`config.mk`:
```
export PLATFORM = sky130hd
export DESIGN_NAME = mod_fifo
export DESIGN_NICKNAME = d
export VERILOG_FILES = /design/src/rtl/mod_fifo_pkg.sv /design/src/rtl/mod_fifo_core.sv /design/src/rtl/mod_fifo.sv
export SDC_FILE = /design/constraint.sdc
export NUM_CORES = 1
export LEC_CHECK = 0
export ABC_AREA = 1
export CORE_ASPECT_RATIO = 1.25
export CORE_MARGIN = 8
export CORE_UTILIZATION = 57
export DETAILED_ROUTE_END_ITERATION = 8
export DONT_BUFFER_PORTS = 1
export GPL_TIMING_DRIVEN = 0
export PLACE_DENSITY = 0.72
export SYNTH_ARGS = -nofsm -noshare
export SYNTH_HDL_FRONTEND = slang
export SYNTH_SLANG_ARGS = --single-unit
export TNS_END_PERCENT = 100
```
`constraint.sdc`:
```
create_clock -name clk -period 4.7 [get_ports clk]
set_input_delay 0.47 -clock clk [delete_from_list [all_inputs] [get_ports clk]]
set_output_delay 0.47 -clock clk [all_outputs]
set_load 0.01 [all_outputs]
```
`src/rtl/mod_fifo_pkg.sv`:
```
// Shared definitions for the memory-mapped FIFO peripheral: register map,
// bit positions inside STATUS/CTRL, bus request bits and response FSM states.
package mod_fifo_pkg;

  localparam logic [1:0] REG_DATA   = 2'd0;
  localparam logic [1:0] REG_STATUS = 2'd1;
  localparam logic [1:0] REG_COUNT  = 2'd2;
  localparam logic [1:0] REG_CTRL   = 2'd3;

  localparam int ST_EMPTY = 0;
  localparam int ST_FULL  = 1;
  localparam int ST_OVF   = 2;
  localparam int ST_UNF   = 3;

  localparam int CTRL_FLUSH = 0;
  localparam int CTRL_CLR   = 1;

  localparam int DRW_WR = 0;
  localparam int DRW_RD = 1;

  typedef enum logic {
    S_IDLE = 1'b0,
    S_RESP = 1'b1
  } state_e;

endpackage

```
`src/rtl/mod_fifo_core.sv`:
```
// Circular buffer of 32-bit words: head/tail pointers, storage and an
// occupancy count one bit wider than the pointers so full and empty differ.
module fifo_core #(
  parameter int DEPTH = 8,
  parameter int AW    = $clog2(DEPTH)
) (
  input  logic          clk,
  input  logic          rst,
  input  logic          push,
  input  logic          pop,
  input  logic          flush,
  input  logic [31:0]   wdata,
  output logic [31:0]   rdata,
  output logic [AW:0]   count,
  output logic          full,
  output logic          empty
);

  localparam int CW = AW + 1;

  logic [31:0]   mem_q [DEPTH];
  logic [AW-1:0] head_q, head_d;
  logic [AW-1:0] tail_q, tail_d;
  logic [AW:0]   count_q, count_d;
  logic          do_push, do_pop;

  assign full  = (count_q == CW'(DEPTH));
  assign empty = (count_q == '0);
  assign count = count_q;
  assign rdata = mem_q[head_q];

  always_comb begin
    do_push = push & ~full & ~flush;
    do_pop  = pop & ~empty & ~flush;
    head_d  = head_q;
    tail_d  = tail_q;
    count_d = count_q;
    if (flush) begin
      head_d  = '0;
      tail_d  = '0;
      count_d = '0;
    end else begin
      // DEPTH is a power of two, so pointer overflow is the wrap.
      if (do_push) tail_d = tail_q + AW'(1);
      if (do_pop)  head_d = head_q + AW'(1);
      case ({do_push, do_pop})
        2'b10:   count_d = count_q + CW'(1);
        2'b01:   count_d = count_q - CW'(1);
        default: count_d = count_q;
      endcase
    end
  end

  always_ff @(posedge clk or posedge rst) begin
    if (rst) begin
      head_q  <= '0;
      tail_q  <= '0;
      count_q <= '0;
    end else begin
      head_q  <= head_d;
      tail_q  <= tail_d;
      count_q <= count_d;
    end
  end

  // Storage is left unreset so it can map onto block RAM.
  always_ff @(posedge clk) begin
    if (do_push) mem_q[tail_q] <= wdata;
  end

endmodule

```
`src/rtl/mod_fifo.sv`:
```
// Bus responder wrapping fifo_core: address decode, sticky flags and a
// registered one-wait-state read response.
//   state  | meaning
//   S_IDLE | accept requests; reads stall while dout is loaded
//   S_RESP | dout valid, held request ignored, back to S_IDLE
module mod_fifo
  import mod_fifo_pkg::*;
#(
  parameter int DEPTH = 8,
  parameter int AW    = $clog2(DEPTH)
) (
  input  logic        clk,
  input  logic        rst,
  input  logic        de,
  input  logic [1:0]  drw,
  input  logic [31:0] daddr,
  input  logic [31:0] din,
  output logic [31:0] dout,
  output logic        stall
);

  state_e      state_q, state_d;
  logic [31:0] dout_q, dout_d;
  logic        ovf_q, ovf_d;
  logic        unf_q, unf_d;

  logic        push, pop, flush;
  logic [31:0] rdata;
  logic [AW:0] count;
  logic        full, empty;
  logic        wr_req, rd_req;
  logic [1:0]  reg_sel;
  logic        unused_addr;

  assign reg_sel     = daddr[3:2];
  assign wr_req      = de & drw[DRW_WR];
  assign rd_req      = de & drw[DRW_RD] & ~drw[DRW_WR];
  assign unused_addr = ^{daddr[31:4], daddr[1:0]};
  assign dout        = dout_q;

  fifo_core #(
    .DEPTH (DEPTH),
    .AW    (AW)
  ) u_core (
    .clk   (clk),
    .rst   (rst),
    .push  (push),
    .pop   (pop),
    .flush (flush),
    .wdata (din),
    .rdata (rdata),
    .count (count),
    .full  (full),
    .empty (empty)
  );

  always_comb begin
    state_d = state_q;
    dout_d  = dout_q;
    ovf_d   = ovf_q;
    unf_d   = unf_q;
    push    = 1'b0;
    pop     = 1'b0;
    flush   = 1'b0;
    stall   = 1'b0;
    case (state_q)
      S_IDLE: begin
        if (wr_req) begin
          case (reg_sel)
            REG_DATA: begin
              push = 1'b1;
              if (full) ovf_d = 1'b1;
            end
            REG_CTRL: begin
              flush = din[CTRL_FLUSH];
              if (din[CTRL_CLR]) begin
                ovf_d = 1'b0;
                unf_d = 1'b0;
              end
            end
            default: ;
          endcase
        end else if (rd_req) begin
          // Gated by rst so a held request cannot keep stall up through reset.
          stall   = ~rst;
          state_d = S_RESP;
          dout_d  = '0;
          case (reg_sel)
            REG_DATA: begin
              if (empty) begin
                unf_d = 1'b1;
              end else begin
                dout_d = rdata;
                pop    = 1'b1;
              end
            end
            REG_STATUS: begin
              dout_d[ST_EMPTY] = empty;
              dout_d[ST_FULL]  = full;
              dout_d[ST_OVF]   = ovf_q;
              dout_d[ST_UNF]   = unf_q;
            end
            REG_COUNT: dout_d = 32'(count);
            default:   dout_d = '0;
          endcase
        end
      end
      S_RESP:  state_d = S_IDLE;
      default: state_d = S_IDLE;
    endcase
  end

  always_ff @(posedge clk or posedge rst) begin
    if (rst) begin
      state_q <= S_IDLE;
      dout_q  <= '0;
      ovf_q   <= 1'b0;
      unf_q   <= 1'b0;
    end else begin
      state_q <= state_d;
      dout_q  <= dout_d;
      ovf_q   <= ovf_d;
      unf_q   <= unf_d;
    end
  end

endmodule

```
==> results.cfg, run 1 <==
[floorplanning]
fp.dieW_um = 146
dieArea_um2 = 26100
fp-row-count = 59
io_pins = 102
die_h_um = 179
start_util_pct = 58.0
core_um2 = 20800

[clocking]
cts_setup_buffers = 0
root_buffer = clkbuf_16
cts_buffers = 30
ctsHtreeMaxLevel = 1
clk_latency_ns = 0.55
clock_sinks = 301
path_clk_slew_ns = 0.06
cts_max_path_buffers = 3
cts_tree = built

[yosys]
syn_area_um2 = 12100
synthTopCellsByArea = edfxtp_1 64%, dfrtp_1 9.3%, nor2_1 5.9%
synth_top_area_share_pct = 63.7
avgSynthCellArea_um2 = 12.2
syn_nets = 1061
yosysSeqAreaShare_pct = 73.0
ys_seq_elements = 301
yosysTopAreaCell = edfxtp_1
ys_types = 29
yosys_warnings = 0
netlist_instances = 987

[setup_path]
crit_fanout = 10
slowest_delay_ns = 0.58
worstPathCellList = dlygate4sd3_1 > nor2_4 > inv_2 > clkbuf_1 > nor2_1
start_kind = input pin
cp_slowest_cell = dlygate4sd3_1
cp_data_arrival_time_ns = 2.07
worst_ep_required_time_ns = 4.23
reg2reg_depth = 9
cp-end-kind = output port
path_class = input pin to output port

[cells_and_area]
fin_nets = 1117
final_cell_mix = 256 x edfxtp_1, 189 x nor2_1, 141 x nand2_1
drive_gt1_share_pct = 11.1
fill_cells = 1512
area_growth_pct = 13.4
fin_cells = 1340
fin_util_pct = 65.8
layout.cells.most_common = edfxtp_1
diodes = 0

[timing]
finalCritPeriodShare_pct = 54.1
slew_viol_final = 0
setup_slack_ns = 2.16
hold_viol = 0
finClkSkew_ns = 0.0120
setup_viol = 0
tns_ns = 0
tightestPinTransition_ns = 0.860
slew_headroom_pct = 42.3
min_period_ns = 2.54
rsz0062_at_grt = no
max_freq_mhz = 394

[grt]
grt_util_met1_pct = 25.2
grtUsageTotal_pct = 21.9
grt_use_met3_pct = 4.42
gr-usage-met2_pct = 39.6
grt_max_degree = 33
busiest_layer = met2
grt_pass1_wl_um = 44300
antenna_found_initial = 0
grt-ovfl-total = 0
grt_pass1_vias = 8025

[placement]
port_buffers = 0
place_congestion = 0.816
pre_cts_ws_ns = 2.03
placedCellCount = 1283
hpwl_um = 19300

[route]
ant_nets = 0
vias = 7802
drt-total-wl_um = 28600
first_iter_violations = 694
route.detailed.drc = 0
viasPerCell = 5.82
firstDrtPassIters = 5
routedWlPerCell_um = 21.3

[min_path]
holdPathStages = 0
hp-class = input pin to register

[power_and_ir_drop]
total_leakage_power_nw = 5.05
powerDensity_nw_per_um2 = 535
total_power_mw = 7.32
max-vdd-ir-drop_v = 0.000335

[status]
status = completed

[job]
drv_cap = 0
-- layer usage --
metal  vias up  wire, um
li1       3592         -
met1      3793     10600
met2       353     14700
met3        64      2350
met4         0       919
met5         -         0
-- where the power goes --
group          internal, mW  switching (mW)  total [mW]
logic                 0.597            1.30        1.90
clock network          1.27           0.960        2.23
registers              3.05           0.138        3.19
-- worst paths after layout --
check | from | to | slack [ns]
setup / recovery | drw[0] | stall | 2.16
hold / removal | din[7] | u_core.mem_q[0][7]$_DFFE_PP_ | 0.02
setup reg to reg | state_q$_DFF_PP0_ | u_core.mem_q[3][27]$_DFFE_PP_ | 2.18
hold reg to reg | u_core.count[3]$_DFFE_PP0P_ | u_core.count[3]$_DFFE_PP0P_ | 0.53
max in group asynchronous | rst | dout[31]$_DFFE_PP0P_ | 3.81
min in group asynchronous | rst | dout[23]$_DFFE_PP0P_ | 0.37
-- flip-flops by register name, summed over array words and instances, names as in the netlist --
register / count
u_core.count: 4
u_core.head_q: 3
unf_q: 1
dout: 32
u_core.tail_q: 3
ovf_q: 1
state_q: 1
u_core.mem_q: 256
-- what timing repair did --
item                      4_1_cts  5_1_grt
hold endpoints to repair       14        0
hold buffers                    2        0
gates resized for setup         0        0
-- critical path, delay by kind of cell --
| kind | cells | cell delay (ns) |
|---|---|---|
| buffers and inverters | 3 | 1.34 |
| and+or+nand+nor | 2 | 0.24 |
-- layout make-up --
class                   count  area, um2  share of cell area (%)
plain buffers              55        307                    2.24
repair buffers             24        305                    2.23
flip-flops and latches    301       8810                    64.4
inverters                  42        160                    1.17
multi-input cells         589       2830                    20.7
clock buffers              38        812                    5.93
clock inverters            17        116                   0.850
well taps                 274        343                    2.50
-- logic make-up (layout without fill, tap and decap cells) --
family	after synthesis	count (layout)	share of synthesized area, %
AND/OR/NAND/NOR	400	400	13.6
flip-flops	301	301	73.0
AO/OA/AOI/OAI	183	183	8.88
buffers and inverters	97	176	3.87
adder cells (fa/ha/maj)	5	5	0.581
XOR/XNOR	1	1	0.0726
-- synth_stat cells --
cell type,instances
o22ai_1,2
inv_1,40
clkbuf_1,22
xor2_1,1
edfxtp_1,256
o21ai_0,118
nand2_1,141
buf_2,17
nor2_8,2
nand4_1,2
inv_2,1
o211ai_1,56
fa_1,1
buf_6,6
buf_4,9
dfrtp_1,45
buf_1,1
or2_2,1
a21oi_1,2
nand3_1,54
ha_1,4
inv_4,1
nor3_1,6
nor2_1,191
o32ai_1,2
nor2_4,2
nand3_2,1
o22a_2,1
o21ai_1,2
-- through the flow --
stage | hold slack (ns) | cell area (um2)
3_5_place_dp | 0.357 | 12700
3_3_place_gp | 0.517 | 12400
5_1_grt | 0.00396 | 13700
4_1_cts | 0.00224 | 13700
6_report | 0.0161 | 13700
2_1_floorplan | 0.477 | 12100
Power figures use the tool's default switching activity.
==> inputs of run 2 (changes only) <==
--- a/config.mk
+++ b/config.mk
@@ -5,14 +5,14 @@
 export SDC_FILE = /design/constraint.sdc
 export NUM_CORES = 1
 export LEC_CHECK = 0
-export ABC_AREA = 1
+export ABC_AREA = 0
 export CORE_ASPECT_RATIO = 1.25
 export CORE_MARGIN = 8
 export CORE_UTILIZATION = 57
 export DETAILED_ROUTE_END_ITERATION = 8
 export DONT_BUFFER_PORTS = 1
 export GPL_TIMING_DRIVEN = 0
-export PLACE_DENSITY = 0.72
+export PLACE_DENSITY = 0.75
 export SYNTH_ARGS = -nofsm -noshare
 export SYNTH_HDL_FRONTEND = slang
 export SYNTH_SLANG_ARGS = --single-unit
==> constraint.sdc (replaced) <==
create_clock -name clk -period 2.1 [get_ports clk]
set_input_delay 0.21 -clock clk [delete_from_list [all_inputs] [get_ports clk]]
set_output_delay 0.21 -clock clk [all_outputs]
set_load 0.01 [all_outputs]
==> results.cfg, run 2 <==
[route]
firstDrtPassIters = 5
ant_nets = 0
drt-total-wl_um = 27300
first_iter_violations = 722
vias = 6060
viasPerCell = 6.24
routedWlPerCell_um = 28.1
route.detailed.drc = 0

[grt]
grtUsageTotal_pct = 21.4
grt_max_degree = 30
grt_pass1_vias = 6304
antenna_found_initial = 1
grt_pass1_wl_um = 39100
grt-ovfl-total = 0

[yosys]
syn_area_um2 = 11500
yosys-top-cells-count = 256 x edfxtp_1, 64 x mux4_2, 45 x dfrtp_1
ys_seq_elements = 301
syn_nets = 637
synth-edff-count = 256
synthArstFlopShare_pct = 15.0
yosysTopAreaCell = edfxtp_1
synthFlopType = edfxtp_1
yosys_warnings = 0
synth_top_area_share_pct = 67.0
ys_types = 37
synth_most_common_cell = edfxtp_1
synthTopCellsByArea = edfxtp_1 67%, mux4_2 13%, dfrtp_1 9.8%
avgSynthCellArea_um2 = 20.4
netlist_instances = 563
yosysSeqAreaShare_pct = 76.8

[floorplanning]
fp.dieW_um = 143
die_h_um = 175
fp-row-count = 58
dieArea_um2 = 25000
io_pins = 102
start_util_pct = 57.5
core_um2 = 20000

[setup_path]
crit_fanout = 4
worst_ep_required_time_ns = 2.51
cp_data_arrival_time_ns = 2.78
path_class = register to register
cp-end-kind = register
reg2reg_setup_slack_ns = -0.27
start_kind = register

[power_and_ir_drop]
max-vdd-ir-drop_v = 0.000758
total_leakage_power_nw = 4.68
total_power_mw = 14.8
powerDensity_nw_per_um2 = 1050

[clocking]
cts_tree = built
clk_latency_ns = 0.54
ctsHtreeMaxLevel = 1
root_buffer = clkbuf_16
clock_sinks = 301
cts_max_path_buffers = 3
cts_buffers = 28
path_clk_slew_ns = 0.06

[timing]
whs_ns = 0.107
max_freq_mhz = 422
min_period_ns = 2.37
hold_viol = 0
finClkSkew_ns = 0.0134
setup_slack_ns = -0.272
rsz0062_at_grt = yes
setup_viol = 211
finalCritPeriodShare_pct = 113
tns_ns = -14.90
slew_headroom_pct = 36.8
slew_viol_final = 0
tightestPinTransition_ns = 0.948

[cells_and_area]
fin_nets = 752
seqCellArea_um2 = 8820
drive_gt1_share_pct = 28.4
fin_util_pct = 70.5
area_growth_pct = 22.6
largest_reg_flops = 256
final_cell_mix = 256 x edfxtp_1, 64 x mux4_2, 43 x dfrtp_1
fill_cells = 1150
multiInputGateArea_um2 = 2730
top_register = u_core.mem_q
layout.cells.most_common = edfxtp_1

[placement]
pre_cts_ws_ns = -0.778
hpwl_um = 14900
port_buffers = 0
place_congestion = 0.786

[min_path]
hp-class = input pin to register

[status]
status = finished with violations
violations = setup timing

[job]
drv_cap = 0
-- run 2: cell types whose count changed after synthesis, sizes merged, moves of 17 or more --
cell / change
mux2i: +33
mux4: +64
nand3: -53
inv: -39
nor2: -182
nand2: -99
buf: -17
o211ai: -56
o21ai: -88
-- run 2: metal layers --
layer  track usage (%)  up-vias  part of all wire, %
met3              3.82       58                  7.5
li1                  -     2512                    -
met5                 0        -                    0
met4              7.46        0                  3.5
met1              26.4     3189                   37
met2              37.1      301                   52
-- run 2: worst paths after layout --
kind,from,end,cells after the start
worst max-delay path,state_q$_DFF_PP0_,u_core.count[3]$_DFFE_PP0P_,9
worst min-delay path,daddr[2],dout[3]$_DFFE_PP0P_,3
worst max register to register,state_q$_DFF_PP0_,u_core.count[3]$_DFFE_PP0P_,9
worst min register to register,dout[8]$_DFFE_PP0P_,dout[8]$_DFFE_PP0P_,2
max in group asynchronous,rst,u_core.count[1]$_DFFE_PP0P_,3
min in group asynchronous,rst,dout[16]$_DFFE_PP0P_,2
-- run 2: repair_timing --
action / 4_1_cts / 5_1_grt
setup endpoints to repair: 267 / 278
resized for setup: 16 / 34
setup buffers: 24 / 11
pin swaps: 15 / 5
hold buffers: 34 / 0
cloned: 3 / 3
endpoints found under the hold margin: 305 / 0
-- run 2: stage by stage --
stage | std cells | cell area, um2
finish | 971 | 14100
floorplan | 563 | 11600
global placement | 833 | 11900
detailed placement | 845 | 12200
CTS | 958 | 13800
global route | 971 | 14100
-- run 2: worst max-delay path, cell delays in order, from the launching register on --
cell and delay [ns]:
dfrtp_1 0.40, nand4bb_4 0.20, or4_4 0.55, inv_8 0.09
ha_4 0.18, a21o_1 0.18, a21oi_4 0.18, mux2i_4 0.27
xnor2_2 0.12, nor2_1 0.05
-- run 2: cells by family after synthesis --
kind of cell | count (synthesis) | synth area share (%)
flip-flops | 301 | 76.8
multiplexers | 97 | 15.6
AND/OR/NAND/NOR | 75 | 2.99
AO/OA/AOI/OAI | 48 | 2.42
buffers and inverters | 32 | 1.23
XOR/XNOR | 5 | 0.382
adder cells (fa/ha/maj) | 5 | 0.611
-- run 2: power breakdown --
| group | switching (mW) | internal (mW) | leakage, nW |
|---|---|---|---|
| combinational | 1.38 | 1.37 | 1.35 |
| sequential | 0.386 | 6.76 | 2.89 |
| clock | 2.09 | 2.81 | 0.433 |
-- run 2: cell type report --
| type | instances | share of cell area [%] |
|---|---|---|
| clock buffers | 39 | 5.49 |
| flip-flops and latches | 301 | 62.7 |
| well taps | 270 | 2.40 |
| plain buffers | 28 | 1.10 |
| diodes | 1 | 0.0178 |
| multi-input cells | 233 | 19.4 |
| repair buffers | 83 | 7.86 |
| inverters | 3 | 0.133 |
| clock inverters | 13 | 0.899 |
